--- config.mk ---
export PLATFORM = sky130hd
export DESIGN_NAME = ex_mem_pipe_stage
export DESIGN_NICKNAME = d
export VERILOG_FILES = /design/src/rtl/ex_mem_pipe_stage.sv
export SDC_FILE = /design/constraint.sdc
export NUM_CORES = 1
export LEC_CHECK = 0
export CORE_ASPECT_RATIO = 1.5
export CORE_UTILIZATION = 30
export CTS_CLUSTER_SIZE = 8
export DETAILED_ROUTE_END_ITERATION = 16
export PLACE_DENSITY = 0.67
export SYNTH_ARGS = -nofsm -noshare
export SYNTH_HDL_FRONTEND = slang
export SYNTH_SLANG_ARGS = --single-unit
--- constraint.sdc ---
create_clock -name clk -period 2.7 [get_ports clk]
set_clock_uncertainty 0.15 [all_clocks]
set_input_delay 0.405 -clock clk [delete_from_list [all_inputs] [get_ports clk]]
set_output_delay 0.405 -clock clk [all_outputs]
set_load 0.02 [all_outputs]
--- src/rtl/ex_mem_pipe_stage.sv ---
// EX->MEM pipeline register with valid/ready handshake and back-pressure counter.
// Optional one-entry skid buffer selected by macro EX_MEM_SKID_EN: when defined,
// ex_ready is a registered "skid empty" flag and there is no combinational
// mem_ready -> ex_ready path; when undefined, ex_ready = !mem_valid | mem_ready.
module ex_mem_pipe_stage #(
  parameter int XLEN   = 32,
  parameter int RDW    = 5,
  parameter int WBSELW = 2,
  parameter int CNTW   = 16
) (
  input  logic              clk,
  input  logic              rst_n,
  input  logic              flush,
  input  logic              ex_valid,
  output logic              ex_ready,
  input  logic [XLEN-1:0]   ex_alu_res,
  input  logic [XLEN-1:0]   ex_rs2o,
  input  logic [XLEN-1:0]   ex_pcp4,
  input  logic [RDW-1:0]    ex_rdaddr,
  input  logic [WBSELW-1:0] ex_wbsel,
  input  logic              ex_memwr,
  input  logic              ex_regwr,
  output logic              mem_valid,
  input  logic              mem_ready,
  output logic [XLEN-1:0]   mem_alu_res,
  output logic [XLEN-1:0]   mem_rs2o,
  output logic [XLEN-1:0]   mem_pcp4,
  output logic [RDW-1:0]    mem_rdaddr,
  output logic [WBSELW-1:0] mem_wbsel,
  output logic              mem_memwr,
  output logic              mem_regwr,
  output logic [CNTW-1:0]   stall_cnt
);

  localparam int BW = 3*XLEN + RDW + WBSELW + 2;
  localparam logic [CNTW-1:0] CNT_ONE = {{(CNTW-1){1'b0}}, 1'b1};

  logic [BW-1:0] in_bundle;
  logic [BW-1:0] out_q;
  logic          out_valid_q;
  logic          memwr_q;
  logic          regwr_q;
  logic          out_free;
  logic          in_fire;

  assign in_bundle = {ex_alu_res, ex_rs2o, ex_pcp4, ex_rdaddr, ex_wbsel, ex_memwr, ex_regwr};
  assign {mem_alu_res, mem_rs2o, mem_pcp4, mem_rdaddr, mem_wbsel, memwr_q, regwr_q} = out_q;

  // Write enables are gated by valid so a bubble can never write memory or the register file.
  assign mem_valid = out_valid_q;
  assign mem_memwr = out_valid_q & memwr_q;
  assign mem_regwr = out_valid_q & regwr_q;

  assign out_free = !out_valid_q | mem_ready;
  assign in_fire  = ex_valid & ex_ready;

`ifdef EX_MEM_SKID_EN
  logic          skid_valid_q;
  logic [BW-1:0] skid_q;

  assign ex_ready = !skid_valid_q;

  // Output register fed from skid first (older bundle), else from EX; stalled accepts park in skid.
  always_ff @(posedge clk or negedge rst_n) begin
    if (!rst_n) begin
      out_q        <= '0;
      out_valid_q  <= 1'b0;
      skid_q       <= '0;
      skid_valid_q <= 1'b0;
    end else if (flush) begin
      out_valid_q  <= 1'b0;
      skid_valid_q <= 1'b0;
    end else if (out_free) begin
      if (skid_valid_q) begin
        out_q        <= skid_q;
        out_valid_q  <= 1'b1;
        skid_valid_q <= 1'b0;
      end else if (in_fire) begin
        out_q       <= in_bundle;
        out_valid_q <= 1'b1;
      end else begin
        out_valid_q <= 1'b0;
      end
    end else if (in_fire) begin
      skid_q       <= in_bundle;
      skid_valid_q <= 1'b1;
    end
  end
`else
  assign ex_ready = out_free;

  // Output register loads whenever it is free; otherwise all fields hold.
  always_ff @(posedge clk or negedge rst_n) begin
    if (!rst_n) begin
      out_q       <= '0;
      out_valid_q <= 1'b0;
    end else if (flush) begin
      out_valid_q <= 1'b0;
    end else if (out_free) begin
      if (in_fire) begin
        out_q       <= in_bundle;
        out_valid_q <= 1'b1;
      end else begin
        out_valid_q <= 1'b0;
      end
    end
  end
`endif

  // Saturating count of edges where a bundle is present but not consumed.
  always_ff @(posedge clk or negedge rst_n) begin
    if (!rst_n) begin
      stall_cnt <= '0;
    end else if (out_valid_q && !mem_ready && (stall_cnt != '1)) begin
      stall_cnt <= stall_cnt + CNT_ONE;
    end
  end

endmodule

== Word level (Yosys, flattened, before mapping) ==
Cells that the tools add are included.

* Input bits: 110
* Bits in registers: 122
* Output and inout bits: 123
* Word-level logic and storage cells: 19

* Mux-type cells: 3
* Eq/ne operators: 1
* Bitwise gates (word level): 5
* Reduce and logical (&&, ||, !) cells: 6
* $add $sub $neg: 1

{| class="wikitable"
|+ Operators by type and width
! operator !! count
|-
| $add 16x1->16 const B || 1
|-
| $ne 16x16->1 const B || 1
|-
| $and 1x1->1 || 3
|-
| $mux 1 || 3
|-
| $reduce_and 3->1 || 1
|-
| $logic_and 1x1->1 || 2
|-
| $logic_not 1->1 || 2
|-
| $reduce_bool 2->1 || 1
|-
| $not 1->1 || 1
|-
| $or 1x1->1 || 1
|}

== Logic depth before layout (Yosys ltp) ==
Gate-level depths: netlist of the first run.

* Depth in word-level cells: 6
* Gate-level depth with buffers: 5
* Gate-level depth less buffers: 5

== Worst setup path after synthesis of the first run ==
No wires, ideal clock.

* Kind: register to register
* From: register stall_cnt[0]
* To: register stall_cnt[1]
* Data required time: 2,422 ps
* Library setup time: 128 ps
* Data arrival time: 1,736 ps
* Period minus slack after synthesis: 2,013 ps
* Buffers on the path: 0
* Setup slack: 687 ps
* Stages on the path, launching flop included: 6
* Cells stage by stage: dfrtp_1 -> ha_1 -> nand3_1 -> or4_4 -> nand2_2 -> mux2_1

* Cells in the longest elaborated chain, start to end: 2
* Elaborated cells between the ends (all ways): 3
* Classes of those cells: add/sub: 1; eq/ne: 1; reduce/logical: 1

{| class="wikitable"
|+ RTL lines
! what !! RTL line !! RTL
|-
| start: declaration || 32 || <nowiki>output logic [CNTW-1:0] stall_cnt</nowiki>
|-
| start signal: assignment || 115 || <nowiki>stall_cnt <= stall_cnt + CNT_ONE;</nowiki>
|-
| parallel branches: the longest is 2 deep, another holds $add 16x1->16 || - ||
|}

Several ways; the timed one is not identified.
A chain may end at the register's enable or synchronous reset.

== Worst setup path in the final report of the first run ==
* From: input mem_ready
* To: output ex_ready

* Cells in the longest elaborated chain, start to end: 1

{| class="wikitable"
|+ RTL lines
! what !! RTL line !! RTL
|-
| start: declaration || 24 || <nowiki>input logic mem_ready,</nowiki>
|-
| $or 1x1->1 || 54 || <nowiki>assign out_free = !out_valid_q | mem_ready;</nowiki>
|-
| end: declaration || 15 || <nowiki>output logic ex_ready,</nowiki>
|}

No other way between the ends.

==> results of run 1 <==
placed cells by master (no fill, tap or decap), types with 2 or more instances in the layout:
cell             netlist  routed
a41oi_1                3       3
and2_1                 3       3
buf_12                 0       4
buf_4                109       6
bufinv_16              0       4
clkbuf_1               0       2
clkbuf_16              0      17
clkbuf_8               0       2
clkdlybuf4s50_1        0     231
clkinv_2               0       3
clkinvlp_4             0       2
dfrtp_1              122     122
inv_1                  2       2
mux2_2               105     105
nand2_1                2       2
nand3_1                4       4
nand4_1                5       5
nor2_1                 6       6
nor3_1                 3       3
o21a_1                 2       2
xnor2_1                6       6
xor2_1                 4       4
worst max-delay path, cell delays in order:
cell and delay, ns:
clkdlybuf4s50_1 0.47, and2b_2 0.26, inv_1 0.09, clkdlybuf4s50_1 0.61
area by class of cell:
type                       count  area share (%)
sequential                   122            38.2
timing repair buffer         242            30.6
multi-input combinational    160            19.8
clock buffer                  21            5.76
tap                          217            3.40
clock inverter                11            2.10
inverter                       2          0.0940
worst paths after layout:
| path | end | slack, ns |
|---|---|---|
| hold / removal | out_q[0] | 0.35 |
| setup / recovery | ex_ready | 0.31 |
| hold reg to reg | out_q[0] | 0.35 |
| setup reg to reg | stall_cnt[1] | 0.70 |
| max in group asynchronous | out_q[90] | 1.18 |
| min in group asynchronous | out_q[54] | 0.47 |
cell families after synthesis:
family	after synthesis
xor+xnor	10
fa+ha+maj	1
compound gates	9
buf+inv	116
flops	122
simple gates	34
mux	106
stage by stage:
stage | instance area (um^2) | worst slack, ns | hold slack, ns
floorplan | 5490 | 0.687 | -0.0406
CTS | 7990 | 0.323 | 0.356
global route | 7990 | 0.279 | 0.372
finish | 7990 | 0.313 | 0.349
global placement | 7350 | 0.317 | 0.339
detailed placement | 7350 | 0.254 | 0.340
layer usage:
layer / vias up / global-route usage (%)
met4: 0 / 5.91
met1: 1724 / 13.5
li1: 1556 / -
met3: 19 / 5.86
met5: - / 0
met2: 143 / 25.0
power breakdown:
group / internal, uW / leakage (uW) / switching, uW / total, uW
combinational: 917 / 0.00149 / 726 / 1640
clock: 1590 / 0.000303 / 811 / 2400
sequential: 2140 / 0.00146 / 193 / 2330
total: 4650 / 0.00326 / 1730 / 6380
registers in the layout, summed over array words and instances (netlist names):
| register | count |
|---|---|
| mem_valid | 1 |
| stall_cnt | 16 |
| out_q | 105 |
timing repair:
action                                 CTS  global route
setup buffers                            0             0
endpoints found under the hold margin   55             0
hold buffers                             1             0
==> results.sh, run 1 <==
export IMPL_synth_area_per_cell_um2=13.8
export IMPL_top_layer_used="met4"
export IMPL_post_drt_wl_per_cell_um=16.0
export IMPL_synthArstFlopShare_pct=100
export IMPL_final_util_pct=44.5
export IMPL_wl_met3_um=1090
export IMPL_drt_iter0_drc=103
export IMPL_clk_latency_ns=0.41
export IMPL_wirelength_um=12400
export IMPL_overflow=0
export IMPL_nNetsFinal=656
export IMPL_dr_pass1_iters=4
export IMPL_numCtsBuffers=17
export IMPL_grt_pass1_wl_um=19800
export IMPL_cts_repair_resized=0
export IMPL_synthDistinctLibCells=32
export IMPL_synth_area_leader_cell="dfrtp_1"
export IMPL_netlist_area_um2=5490
export IMPL_tns_ns=0
export IMPL_hold_viol=0
export IMPL_synth_area_top_cells="dfrtp_1 (56%), mux2_2 (22%), buf_4 (15%)"
export IMPL_rsz0062_at_grt="false"
export IMPL_drt_met1_wl_um=4400
export IMPL_multiInputGateArea_um2=1580
export IMPL_seqCellArea_um2=3050
export IMPL_drc=0
export IMPL_clkTransAtPathRegs_ns=0.06
export IMPL_antenna_found_initial=0
export IMPL_htree_levels=4
export IMPL_ant_nets=0
export IMPL_clock_path_buffers=2
export IMPL_grt_pass1_vias=3851
export IMPL_r2r_start="stall_cnt[0]"
export IMPL_synth_commonest_cells="dfrtp_1 (122), buf_4 (109), mux2_2 (105), nor2_1 (6), xnor2_1 (6)"
export IMPL_synth_nets=509
export IMPL_synth_mux_area_share_pct=21.8
export IMPL_synth_top_area_share_pct=55.6
export IMPL_maxSlewViolCount=0
export IMPL_ir_worst_vdd_v=0.000429
export IMPL_grt_util_all_layers_pct=13.8
export IMPL_layout_drive_gt1_share_pct=27.1
export IMPL_worst_ep_arrival_time_ns=1.83
export IMPL_synth_edf_count=0
export IMPL_vias_per_cell=4.44
export IMPL_fin_crit_sh_pct=88.4
export IMPL_synth_top_family_by_area="multiplexers"
export IMPL_status="complete, no violations"
export IMPL_n_antenna_cell=0
export IMPL_setup_viol=0
export IMPL_pwr_density_cell_nw_per_um2=798
export IMPL_cts_tree="built"
export IMPL_num_io_pins=233
export IMPL_synthSimpleGateAreaFrac_pct=4.01
export IMPL_initial_core_util_pct=30.6
export IMPL_ys_warn_count=0
export IMPL_cap_violations=0
export IMPL_place_gp_congestion=0.762
export IMPL_cts_root_buf="clkbuf_16"
export IMPL_critical_path_class="input pin to output port"
export IMPL_grt_max_degree=59
export IMPL_seq_area_frac_synth_pct=55.6
export IMPL_n_fill_cell=1654
export IMPL_synth_adder_area_share_pct=0.228
export IMPL_yosysMostFrequentCell="dfrtp_1"
export IMPL_synth_cells=398
export IMPL_p_total_uw=6380
export IMPL_tightest_slew_ns=0.767
export IMPL_floorplan_core_area_um2=17900
export IMPL_dieWidth_um=112
export IMPL_num_rows=60
export IMPL_design_die_area_um2=18800
export IMPL_syn_to_final_growth_pct=45.6
export IMPL_die_y_um=168
export IMPL_timing_slew_headroom_pct=48.9
export IMPL_final_cell_count_no_fill=775
export IMPL_port_buffer_count=232
export IMPL_crit_fanout=5
export IMPL_hp_class="flip-flop to flip-flop"
export IMPL_fmaxAchievable_mhz=419
export IMPL_vias=3442
export IMPL_dr_wl_met2_um=6640
export IMPL_synth_seq_cells=122
export IMPL_dp_cells=742
export IMPL_required_ns=2.14
export IMPL_endpoint_kind="output port"
export IMPL_rr_worst_depth=5
export IMPL_power_leakage_uw=0.00326
export IMPL_synth_compound_area_share_pct=1.25
export IMPL_worstHoldPathCells=1
export IMPL_critPathLaunch="mem_ready"
export IMPL_min_from="out_q[0]"
export IMPL_cts_sinks=122
export IMPL_hpwl_um=9360
export IMPL_start_kind="input pin"
export IMPL_synth_xor_area_share_pct=1.60
export IMPL_synthFlopType="dfrtp_1"
export IMPL_finalCriticalPeriod_ns=2.39
(Power assumes the default switching activity.)
==> run 2: changes to the inputs <==
--- a/config.mk
+++ b/config.mk
@@ -9,7 +9,7 @@
 export CORE_UTILIZATION = 30
 export CTS_CLUSTER_SIZE = 8
 export DETAILED_ROUTE_END_ITERATION = 16
-export PLACE_DENSITY = 0.67
+export PLACE_DENSITY = 0.69
 export SYNTH_ARGS = -nofsm -noshare
 export SYNTH_HDL_FRONTEND = slang
 export SYNTH_SLANG_ARGS = --single-unit
==> constraint.sdc (replaced) <==
create_clock -name clk -period 2 [get_ports clk]
set_clock_uncertainty 0.15 [all_clocks]
set_input_delay 0.3 -clock clk [delete_from_list [all_inputs] [get_ports clk]]
set_output_delay 0.3 -clock clk [all_outputs]
set_load 0.02 [all_outputs]
==> results.sh, run 2 (synthesis results as in run 1) <==
export IMPL_hold_ws_ns=0.353
export IMPL_antenna_found_initial=0
export IMPL_maxSlewViolCount=0
export IMPL_critical_path_max_stage_delay_ns=0.65
export IMPL_drc=0
export IMPL_clkTransAtPathRegs_ns=0.06
export IMPL_crit_fanout=5
export IMPL_cts_sinks=122
export IMPL_cp_cell_sequence="clkdlybuf4s50_1"
export IMPL_clk_latency_ns=0.40
export IMPL_required_ns=1.55
export IMPL_rsz0062_at_grt="false"
export IMPL_crit_family="buffers and inverters"
export IMPL_power_leakage_uw=0.00347
export IMPL_cap_violations=0
export IMPL_dr_pass1_iters=4
export IMPL_timing_slew_headroom_pct=56.8
export IMPL_start_kind="flip-flop"
export IMPL_finalCriticalPeriod_ns=1.94
export IMPL_fin_crit_sh_pct=97.2
export IMPL_cts_root_buf="clkbuf_16"
export IMPL_nNetsFinal=677
export IMPL_fmaxAchievable_mhz=514
export IMPL_layout_drive_gt1_share_pct=29.9
export IMPL_endpoint_kind="output port"
export IMPL_hpwl_um=9410
export IMPL_num_io_pins=233
export IMPL_p_total_uw=8620
export IMPL_port_buffer_count=232
export IMPL_grt_pass1_wl_um=20200
export IMPL_tightest_slew_ns=0.649
export IMPL_cts_tree="built"
export IMPL_numCtsBuffers=17
export IMPL_n_fill_cell=1640
export IMPL_critical_path_class="flip-flop to output port"
export IMPL_die_y_um=168
export IMPL_tns_ns=0
export IMPL_top_register="out_q"
export IMPL_wirelength_um=12600
export IMPL_setup_viol=0
export IMPL_pwr_density_cell_nw_per_um2=1060
export IMPL_hold_viol=0
export IMPL_initial_core_util_pct=30.6
export IMPL_grt_util_all_layers_pct=13.9
export IMPL_hp_class="flip-flop to flip-flop"
export IMPL_crit_buf_inv=1
export IMPL_cpMaxStageDelayCell="clkdlybuf4s50_1"
export IMPL_htree_levels=4
export IMPL_status="complete, no violations"
export IMPL_dpl_instance_area_um2=7510
export IMPL_drt_iter0_drc=153
export IMPL_dieWidth_um=112
export IMPL_largest_reg_flops=105
export IMPL_ant_nets=0
export IMPL_grt_max_degree=123
export IMPL_final_common_cell="clkdlybuf4s50_1"
export IMPL_floorplan_core_area_um2=17900
export IMPL_clock_path_buffers=2
export IMPL_post_drt_wl_per_cell_um=15.9
export IMPL_design_die_area_um2=18800
export IMPL_final_cell_mix="clkdlybuf4s50_1 (221), dfrtp_1 (121), mux2_2 (105), buf_4 (27), clkbuf_16 (17)"
export IMPL_place_gp_congestion=0.757
export IMPL_postLayoutCellArea_um2=8160
export IMPL_grt_pass1_vias=3890
export IMPL_post_cts_buffers=0
export IMPL_ir_worst_vdd_v=0.000518
export IMPL_num_rows=60
export IMPL_n_antenna_cell=0
export IMPL_vias_per_cell=4.41
export IMPL_worst_ep_arrival_time_ns=1.49
export IMPL_syn_to_final_growth_pct=48.7
export IMPL_vias=3507
export IMPL_overflow=0
==> run 2: cell types whose count changed in the layout (fill, tap and decap cells not counted), sizes merged <==
cell and change:
dlymetal6s2s +7, buf +21, bufinv -1, clkbuf +2, dlygate4sd2 +3, clkdlybuf4s50 -10, clkinv -1
==> run 2: metal layers <==
layer | routed length [um] | global-route usage, % | share of wire [%]
met1 | 4390 | 13.5 | 35
met3 | 872 | 4.78 | 6.9
met4 | 268 | 5.62 | 2.1
met2 | 7110 | 26.5 | 56
met5 | 0 | 0 | 0
==> run 2: cell type report <==
| type | instances | area [um^2] | area share, % |
|---|---|---|---|
| flip-flops and latches | 122 | 3050 | 37.4 |
| repair buffers | 263 | 2620 | 32.1 |
| multi-input cells | 160 | 1580 | 19.4 |
| clock buffers | 23 | 488 | 5.98 |
| well taps | 217 | 272 | 3.33 |
| clock inverters | 9 | 136 | 1.67 |
| inverters | 2 | 7.51 | 0.0920 |
==> run 2: final timing paths <==
kind	start	to	slack (ns)	cells past startpoint
max	stall_cnt[12]	stall_cnt[12]	0.06	1
min	out_q[18]	out_q[18]	0.35	1
max reg2reg	stall_cnt[1]	stall_cnt[1]	0.11	5
min reg2reg	out_q[18]	out_q[18]	0.35	1
max in group asynchronous	rst_n	stall_cnt[0]	0.80	3
min in group asynchronous	rst_n	out_q[89]	0.40	3
==> run 2: per-stage QoR <==
stage               std cells  setup WS (ns)  utilization [%]
floorplan                 398        0.00610                -
global placement          763         -0.232             41.9
detailed placement        763         -0.273             41.9
CTS                       796         0.0165             45.4
global route              796        0.00435             45.5
finish                    796         0.0553             45.5
==> run 2: power breakdown <==
group | internal [uW] | total [uW] | switching, uW
sequential | 2890 | 3120 | 227
combinational | 1290 | 2310 | 1030
clock | 2100 | 3190 | 1090
==> run 2: what timing repair did <==
item,CTS,global route
hold buffers,1,0
setup endpoints to repair,3,7
pin swaps,0,0
gates cloned,0,0
endpoints found under the hold margin,122,0
gates resized for setup,3,7
==> run 3: changes to the inputs <==
--- a/config.mk
+++ b/config.mk
@@ -5,11 +5,12 @@
 export SDC_FILE = /design/constraint.sdc
 export NUM_CORES = 1
 export LEC_CHECK = 0
+export ABC_AREA = 1
 export CORE_ASPECT_RATIO = 1.5
 export CORE_UTILIZATION = 30
 export CTS_CLUSTER_SIZE = 8
 export DETAILED_ROUTE_END_ITERATION = 16
-export PLACE_DENSITY = 0.69
+export PLACE_DENSITY = 0.68
 export SYNTH_ARGS = -nofsm -noshare
 export SYNTH_HDL_FRONTEND = slang
 export SYNTH_SLANG_ARGS = --single-unit
==> results.sh, run 3 <==
export IMPL_synth_nets=584
export IMPL_synthDistinctLibCells=22
export IMPL_ant_nets=0
export IMPL_largest_reg_flops=105
export IMPL_final_cell_count_no_fill=892
export IMPL_power_leakage_uw=0.00372
export IMPL_place_gp_congestion=0.816
export IMPL_drt_iter0_drc=92
export IMPL_wl_met3_um=872
export IMPL_clock_path_buffers=2
export IMPL_initial_core_util_pct=30.9
export IMPL_postLayoutCellArea_um2=8410
export IMPL_worst_ep_arrival_time_ns=1.50
export IMPL_num_io_pins=233
export IMPL_start_kind="flip-flop"
export IMPL_syn_to_final_growth_pct=41.0
export IMPL_r2r_start="stall_cnt[1]"
export IMPL_die_y_um=175
export IMPL_post_drt_wl_per_cell_um=15.3
export IMPL_floorplan_core_area_um2=19300
export IMPL_critical_path_class="flip-flop to output port"
export IMPL_status="complete, no violations"
export IMPL_crit_family="buffers and inverters"
export IMPL_htree_levels=4
export IMPL_rsz0062_at_grt="false"
export IMPL_cpMaxStageDelayCell="clkdlybuf4s50_1"
export IMPL_port_buffer_count=232
export IMPL_vias=3727
export IMPL_synth_cells=473
export IMPL_timing_slew_headroom_pct=50.2
export IMPL_netlist_area_um2=5970
export IMPL_hold_viol=0
export IMPL_crit_fanout=5
export IMPL_top_layer_used="met4"
export IMPL_cts_sinks=122
export IMPL_nNetsFinal=733
export IMPL_cts_tree="built"
export IMPL_drt_met1_wl_um=5020
export IMPL_top_register="out_q"
export IMPL_dr_pass1_iters=4
export IMPL_yosysMostFrequentCell="dfrtp_1"
export IMPL_synth_edf_count=0
export IMPL_final_common_cell="clkdlybuf4s50_1"
export IMPL_maxSlewViolCount=0
export IMPL_drc=0
export IMPL_ys_warn_count=0
export IMPL_dr_wl_met2_um=7320
export IMPL_final_util_pct=43.5
export IMPL_wirelength_um=13600
export IMPL_synth_area_leader_cell="dfrtp_1"
export IMPL_dp_cells=858
export IMPL_synthArstFlopShare_pct=100
export IMPL_synth_commonest_cells="dfrtp_1 (122), buf_4 (108), mux2_2 (55), nand2_1 (54), mux2_4 (50)"
export IMPL_synth_area_per_cell_um2=12.6
export IMPL_critical_path_max_stage_delay_ns=0.65
export IMPL_pwr_density_cell_nw_per_um2=1020
export IMPL_overflow=0
export IMPL_clk_latency_ns=0.41
export IMPL_antenna_found_initial=2
export IMPL_cap_violations=0
export IMPL_design_die_area_um2=20500
export IMPL_tns_ns=0
export IMPL_numCtsBuffers=17
export IMPL_finalCriticalPeriod_ns=1.95
export IMPL_grt_pass1_vias=4051
export IMPL_tightest_slew_ns=0.748
export IMPL_crit_buf_inv=1
export IMPL_cp_cell_sequence="clkdlybuf4s50_1"
export IMPL_layout_drive_gt1_share_pct=25.4
export IMPL_hp_class="input pin to async pin"
export IMPL_regToRegSetupSlack_ns=0.26
export IMPL_dpl_instance_area_um2=7810
export IMPL_synth_seq_cells=122
export IMPL_cts_root_buf="clkbuf_16"
export IMPL_hpwl_um=10200
export IMPL_critPathLaunch="stall_cnt[12]"
export IMPL_grt_max_degree=123
export IMPL_grt_util_all_layers_pct=13.5
export IMPL_seq_area_frac_synth_pct=51.2
export IMPL_p_total_uw=8580
export IMPL_fmaxAchievable_mhz=513
export IMPL_required_ns=1.55
export IMPL_clkTransAtPathRegs_ns=0.06
export IMPL_endpoint_kind="output port"
export IMPL_dieWidth_um=117
export IMPL_fin_crit_sh_pct=97.5
export IMPL_setup_viol=0
export IMPL_synth_top_area_share_pct=51.2
export IMPL_ir_worst_vdd_v=0.000478
export IMPL_grt_pass1_wl_um=20700
export IMPL_final_cell_mix="clkdlybuf4s50_1 (226), dfrtp_1 (122), mux2_2 (55), nand2_1 (54), mux2_4 (50)"
export IMPL_num_rows=62
export IMPL_synthFlopType="dfrtp_1"
export IMPL_vias_per_cell=4.18
export IMPL_synth_area_top_cells="dfrtp_1 (51%), buf_4 (14%), mux2_4 (13%)"
-- run 3: cell types whose count changed in the layout (fill, tap and decap cells not counted), moves of 7 or more --
cell,previous run,this run
nor2_1,6,15
mux2_4,0,50
buf_4,27,9
dlymetal6s2s_1,7,0
inv_1,2,22
mux2_2,105,55
nand2_1,2,54
-- run 3: power breakdown --
group	internal (uW)	leakage, uW	switching (uW)
sequential	2880	0.00145	274
combinational	1320	0.00198	1020
clock	1970	0.000291	1120
total	6170	0.00372	2410
-- run 3: final timing paths --
path                                 end  cells past startpoint
max in group asynchronous      out_q[72]                      3
min in group clk               mem_valid                      2
min reg2reg                    out_q[92]                      1
max                        stall_cnt[12]                      1
min                            out_q[54]                      3
max reg2reg                stall_cnt[11]                      8
-- run 3: what timing repair did --
item,CTS,global route
endpoints found under the setup margin,5,0
buffers inserted,0,0
hold buffers,1,0
endpoints found under the hold margin,122,0
gates resized for setup,5,0
-- run 3: cell families (layout without fill, tap and decap cells) --
family,count (synthesis),count (layout),synth area share [%]
adders and majority gates,1,1,0.210
muxes,105,105,23.0
and+or+nand+nor,97,97,7.42
other,0,2,0
DFF,122,122,51.2
AOI/OAI and AO/OA,7,7,0.587
buffers and inverters,136,297,16.9
xor gates and xnor gates,5,5,0.734
-- run 3: through the flow --
stage | hold slack (ns) | worst slack (ns)
global placement | 0.293 | -0.00476
global route | 0.319 | 0.00155
finish | 0.309 | 0.0510
CTS | 0.302 | 0.0157
floorplan | -0.146 | 0.316
detailed placement | 0.318 | -0.0308
-- run 3: area by class of cell --
cell class                 count  area [um^2]
multi-input combinational    215         1910
clock buffer                  18          439
clock inverter                13          153
antenna                        2         5.00
timing repair buffer         244         2440
inverter                      22         82.6
fill                        1740        10900
tap                          256          320
sequential                   122         3050
-- run 3: metal layers --
| metal | up-vias | GRT usage [%] |
|---|---|---|
| li1 | 1744 | - |
| met1 | 1806 | 13.5 |
| met2 | 151 | 24.5 |
| met3 | 26 | 4.37 |
| met4 | 0 | 6.70 |
| met5 | - | 0 |
==> RTL change 1: new RTL, config.mk and constraints of run 2 <==
Add a define of `EX_MEM_SKID_EN`.
--- a/src/rtl/ex_mem_pipe_stage.sv
+++ b/src/rtl/ex_mem_pipe_stage.sv
@@ -2,6 +2,8 @@
 // Optional one-entry skid buffer selected by macro EX_MEM_SKID_EN: when defined,
 // ex_ready is a registered "skid empty" flag and there is no combinational
 // mem_ready -> ex_ready path; when undefined, ex_ready = !mem_valid | mem_ready.
+`define EX_MEM_SKID_EN
+
 module ex_mem_pipe_stage #(
   parameter int XLEN   = 32,
   parameter int RDW    = 5,
Function: changed (Yosys sat finds a counterexample within 4 cycles, from zero or initial values and one cycle with rst_n low).
==> RTL change 1 against run 2 <==
Synthesized cell count up 120%. Wire length up 90%. Total power up 66%. Sequential cell count up 106. Cell area up 68%. Critical endpoint is now mem_alu_res[1]. Synthesized area up 88%. Critical path type unchanged. Setup slack worse by 0.0046 ns. Combinational power up 33%. Count of clock-buffer cells in the layout up 18. First-iteration DRC count up 33%. Non-clock buffer count up 22. Critical path depth unchanged.
==> RTL change 1: results (changes against run 2) <==
metric;value;unit;change
clk buf depth;3;;was 2
drt via density;4.60;;was 4.41
first-pass GRT wire length;38400;microns;was 20200 microns
WL final;24000;microns;was 12600 microns
Worst-path clk slew;0.05;ns;
Cell variety after synth;28;;was 32
routability cong.;0.780;;was 0.757
status;finished, final reports clean;;unchanged
reg2reg start;stall_cnt[15];;was stall_cnt[1]
R2R setup slack;0.10;ns;
worst slew pin tran;0.508;ns;was 0.649 ns
Post-synth top cells;dfrtp_1, nor2_1, a21oi_1;;was dfrtp_1, buf_4, mux2_2
placed insts;1417;;was 763
CTS buffer count;34;;was 17
Psw;3.85;mW;was 2.34 mW
yosys warns;0;;unchanged
first-pass iteration count of the detailed router;4;;unchanged
GR Overflow Total;0;;unchanged
Clk Latency, worst-skew pair;0.50;ns;was 0.40 ns
Mapped Nets;973;;was 509
initial antenna violation count;2;;was 0
H-tree level count;2;;was 4
clk root buf;clkbuf_16;;unchanged
Syn Inst Count;862;;was 398
Placed Area;12700;sq um;was 7510 sq um
Leak;5.70;nW;was 3.47 nW
Crit path largest cell delay;0.67;ns;was 0.65 ns
sequential fraction of the synthesis area;55.4;%;was 55.6%
slowest stage cell, crit path;clkdlybuf4s50_1;;unchanged
dpl ws;-0.0805;ns;was -0.273 ns
Critical Path Start;out_q[74];;was stall_cnt[12]
vias in the first global route;7125;;was 3890
Fin Hold WS;0.170;ns;was 0.353 ns
CP arrival;1.50;ns;
# Post-CTS Setup Buffers;0;;unchanged
fraction of registers with async set/reset;100;%;unchanged
wire length per cell;16.4;microns;was 15.9 microns
worst vdd ir;656;uV;was 518 uV
Fill cells;3215;;was 1640
R2R cell count;4;;was 5
DR iter-0 viols;203;;was 153
layout cells sized above 1;19.8;%;was 29.9%
post-route minimum period;1.95;ns;was 1.94 ns
nets;1145;;was 677
GRT Total Usage;13.9;%;about the same
Final HPWL DP;16600;microns;was 9410 microns
CP top delay family;buffers and inverters;;unchanged
Largest regs;out_q: 105 flops, skid_q: 105 flops, stall_cnt: 16 flops;;
crit-path max FO;2;;was 5
worst hold path class;in -> async;;was reg -> reg
top post-synthesis cells by area;dfrtp_1, mux2_2, mux2i_1;;was dfrtp_1, mux2_2, buf_4
pin count of the biggest net entering global routing;62;;was 123
==> RTL change 1: cell types whose count changed after synthesis, moves of 5 or more <==
cell             run 2  this run
a21oi_1              1       106
buf_2                5        34
buf_4              109       103
clkbuf_1             0         9
dfrtp_1            122       228
mux2i_1              0       105
nor2_1               6       110
nor4_1               1         7
xnor2_1              6         1
xor2_1               4        13
==> RTL change 1: kinds of logic after synthesis <==
kind of cell	count (synthesis)	share of synthesized area, %
AO/OA/AOI/OAI	108	5.49
XOR/XNOR	14	1.19
adder cells (fa/ha/maj)	1	0.122
buffers and inverters	151	9.67
flip-flops	228	55.4
multiplexers	211	21.8
AND/OR/NAND/NOR	149	6.27
==> RTL change 1: final timing paths <==
kind | to
max | mem_alu_res[1]
min | out_q[99]
max reg2reg | stall_cnt[1]
min reg2reg | skid_q[30]
max in group asynchronous | skid_q[7]
min in group clk | skid_q[3]
==> RTL change 1: area by class of cell <==
class	count	share of cell area, %
Clock buffer	41	6.96
Sequential cell	228	41.8
Inverter	2	0.0549
Multi-Input combinational cell	483	26.5
Timing Repair Buffer	285	20.9
Tap cell	420	3.85
Antenna cell	1	0.0183
==> RTL change 1: per-layer routing <==
| layer | track usage, % | part of all wire [%] | up-vias |
|---|---|---|---|
| li1 | - | - | 3205 |
| met1 | 14.9 | 38 | 3293 |
| met2 | 25.5 | 54 | 162 |
| met3 | 3.17 | 4.9 | 51 |
| met4 | 6.98 | 3.6 | 2 |
| met5 | 0 | 0.050 | - |
==> RTL change 1: per-stage QoR <==
step / power (mW) / utilization (%)
after floorplan: 8.13 / -
after global placement: 9.18 / 37.8
after detailed placement: 9.30 / 37.8
after CTS: 14.6 / 40.6
after global routing: 15.0 / 40.6
final: 14.3 / 40.6
==> RTL change 1: power by group through the flow <==
stage	registers (mW)	clock network [mW]	logic (mW)
floorplan	6.09	0	2.04
global placement	6.09	0	3.10
detailed placement	6.14	0	3.16
CTS	6.07	5.39	3.13
global route	6.18	5.55	3.31
finish	6.06	5.20	3.08
==> RTL change 1: repair_timing <==
item,4_1_cts,5_1_grt
gates resized for setup,24,4
cloned,0,0
hold endpoints to repair,189,0
setup endpoints to repair,23,6
hold buffers,1,0
==> RTL change 2: new RTL, flow settings as in run 2 <==
Made on the original files. Register the output `stall_cnt` once more, cleared by the reset; this adds one clock of latency there. The other outputs are not delayed to match.
--- a/src/rtl/ex_mem_pipe_stage.sv
+++ b/src/rtl/ex_mem_pipe_stage.sv
@@ -34,6 +34,8 @@
 
   localparam int BW = 3*XLEN + RDW + WBSELW + 2;
   localparam logic [CNTW-1:0] CNT_ONE = {{(CNTW-1){1'b0}}, 1'b1};
+
+  logic [CNTW-1:0] stall_cnt_s0;
 
   logic [BW-1:0] in_bundle;
   logic [BW-1:0] out_q;
@@ -110,9 +112,17 @@
   // Saturating count of edges where a bundle is present but not consumed.
   always_ff @(posedge clk or negedge rst_n) begin
     if (!rst_n) begin
+      stall_cnt_s0 <= '0;
+    end else if (out_valid_q && !mem_ready && (stall_cnt_s0 != '1)) begin
+      stall_cnt_s0 <= stall_cnt_s0 + CNT_ONE;
+    end
+  end
+
+  always_ff @(posedge clk or negedge rst_n) begin
+    if (!rst_n) begin
       stall_cnt <= '0;
-    end else if (out_valid_q && !mem_ready && (stall_cnt != '1)) begin
-      stall_cnt <= stall_cnt + CNT_ONE;
+    end else begin
+      stall_cnt <= stall_cnt_s0;
     end
   end
 
Formal check against the unedited RTL: not equivalent (Yosys sat finds a counterexample within 4 cycles, from zero or initial values and one cycle with rst_n low).
==> RTL change 2 against run 2 <==
Core utilization shrank 0.61 points. Non-clock buffer count shrank 4. Critical path depth grew 2. Maximum frequency grew 4.3%. Sequential cell count grew 16. Setup slack gained 0.079 ns. Cell area grew 5.8%. Synthesized area grew 8.2%. Via count grew 3.4%. Wire length grew 3.9%. Total power grew 3.4%. Count of clock-buffer cells in the layout shrank 2. Synthesized cell count grew 5.3%. Critical path type unchanged. Critical endpoint is now mem_memwr.
==> RTL change 2: results (changes against run 2) <==
metric;value;unit;change
Largest regs;out_q: 105 flops, stall_cnt: 16 flops, stall_cnt_s0: 16 flops;;
Worst-path clk slew;0.06;ns;about the same
nets;694;;was 677
first-pass iteration count of the detailed router;4;;unchanged
Mapped Nets;530;;was 509
# Post-CTS Setup Buffers;0;;unchanged
count of flip-flops with a built-in enable after synthesis;0;;unchanged
initial antenna violation count;0;;unchanged
ys flop type;dfrtp_1;;unchanged
ANT cells;0;;unchanged
Syn Area/Cell;14.2;sq um;was 13.8 sq um
status;finished, final reports clean;;unchanged
fraction of registers with async set/reset;100;%;unchanged
H-tree level count;4;;unchanged
worst slew pin tran;0.448;ns;was 0.649 ns
Leak;3.58;nW;was 3.47 nW
clk buf depth;2;;unchanged
first-pass GRT wire length;20600;microns;was 20200 microns
IO Port Bufs;232;;unchanged
worst hold path class;in -> async;;was reg -> reg
Clk Latency, worst-skew pair;0.41;ns;
placed insts;819;;was 763
CP arrival;1.42;ns;was 1.49 ns
wire length per cell;15.4;microns;was 15.9 microns
top post-synthesis cells by area;dfrtp_1, buf_4, mux2_2;;was dfrtp_1, mux2_2, buf_4
DR iter-0 viols;107;;was 153
clk root buf;clkbuf_16;;unchanged
via count;3626;;was 3507
layout cells sized above 1;19.6;%;was 29.9%
Placed Area;8030;sq um;was 7510 sq um
CTS buffer count;17;;unchanged
crit-path max FO;5;;unchanged
GRT Total Usage;13.4;%;was 13.9%
Cell variety after synth;33;;was 32
routability cong.;0.770;;was 0.757
non-filler instance count after layout;852;;was 796
yosys warns;0;;unchanged
Post-synth top cells;dfrtp_1, buf_4, mux2_2;;unchanged
Final HPWL DP;10000;microns;was 9410 microns
vias in the first global route;4044;;was 3890
pin count of the biggest net entering global routing;56;;was 123
worst vdd ir;554;uV;was 518 uV
sequential fraction of the synthesis area;58.2;%;was 55.6%
==> RTL change 2: cell count changes after synthesis, moves of 3 or more <==
cell	before	now
mux2_1	1	50
mux2_2	105	56
dfrtp_1	122	138
buf_4	109	104
buf_6	0	5
nand3_1	4	7
==> RTL change 2: logic make-up after synthesis <==
group                    count (synthesis)  synth area share, %
AO/OA/AOI/OAI                            8                0.927
XOR/XNOR                                10                 1.48
adder cells (fa/ha/maj)                  1                0.211
buffers and inverters                  116                 14.6
flip-flops                             138                 58.2
multiplexers                           107                 20.4
AND/OR/NAND/NOR                         39                 4.22
==> RTL change 2: path summary, 6_finish.rpt <==
path                             startpoint              end  slack [ns]  cells past startpoint
max                               mem_valid        mem_memwr        0.13                      3
min in group clk           stall_cnt_s0[12]    stall_cnt[12]        0.28                      0
max reg2reg                 stall_cnt_s0[2]  stall_cnt_s0[1]        0.20                      4
min                                   rst_n        out_q[27]        0.24                      2
min reg2reg                stall_cnt_s0[12]    stall_cnt[12]        0.28                      0
max in group asynchronous             rst_n        out_q[69]        0.80                      3
==> RTL change 2: power by group <==
group          internal (mW)  switching, mW  total (mW)
clock network           1.99           1.16        3.15
registers               3.25          0.247        3.50
logic                   1.24           1.01        2.26
==> RTL change 2: repair_timing <==
item	in CTS	in global routing
hold buffers	1	0
endpoints found under the hold margin	43	0
gates resized for setup	3	1
endpoints found under the setup margin	3	1
gates cloned	0	0
==> RTL change 2: per-stage QoR <==
stage / setup slack [ns] / hold WS (ns) / power (mW)
floorplan: 0.144 / -0.146 / 4.99
global placement: -0.209 / 0.104 / 5.78
detailed placement: -0.224 / 0.114 / 5.85
CTS: 0.0201 / 0.230 / 9.07
global route: 0.0743 / 0.268 / 9.33
finish: 0.135 / 0.245 / 8.91
==> RTL change 2: layer usage <==
metal  vias to the layer above  part of all wire (%)  global-route usage [%]
li1                       1656                     -                       -
met1                      1818                    34                    12.7
met2                       136                    56                    25.2
met3                        16                   8.5                    5.20
met4                         0                   2.0                    5.27
met5                         -                     0                       0
==> RTL change 2: area by class of cell <==
class | instances | area, sq um
Sequential cell | 138 | 3450
Tap cell | 256 | 320
Multi-Input combinational cell | 165 | 1610
Inverter | 2 | 7.51
Clock inverter | 11 | 145
Clock buffer | 21 | 450
Fill cell | 1814 | 10600
Timing Repair Buffer | 259 | 2640
==> RTL change 2: critical path, cell delays in order, from the launching register on <==
cell and delay, ns:
dfrtp_1 0.38, buf_4 0.16, and2_1 0.13, dlygate4sd2_1 0.33
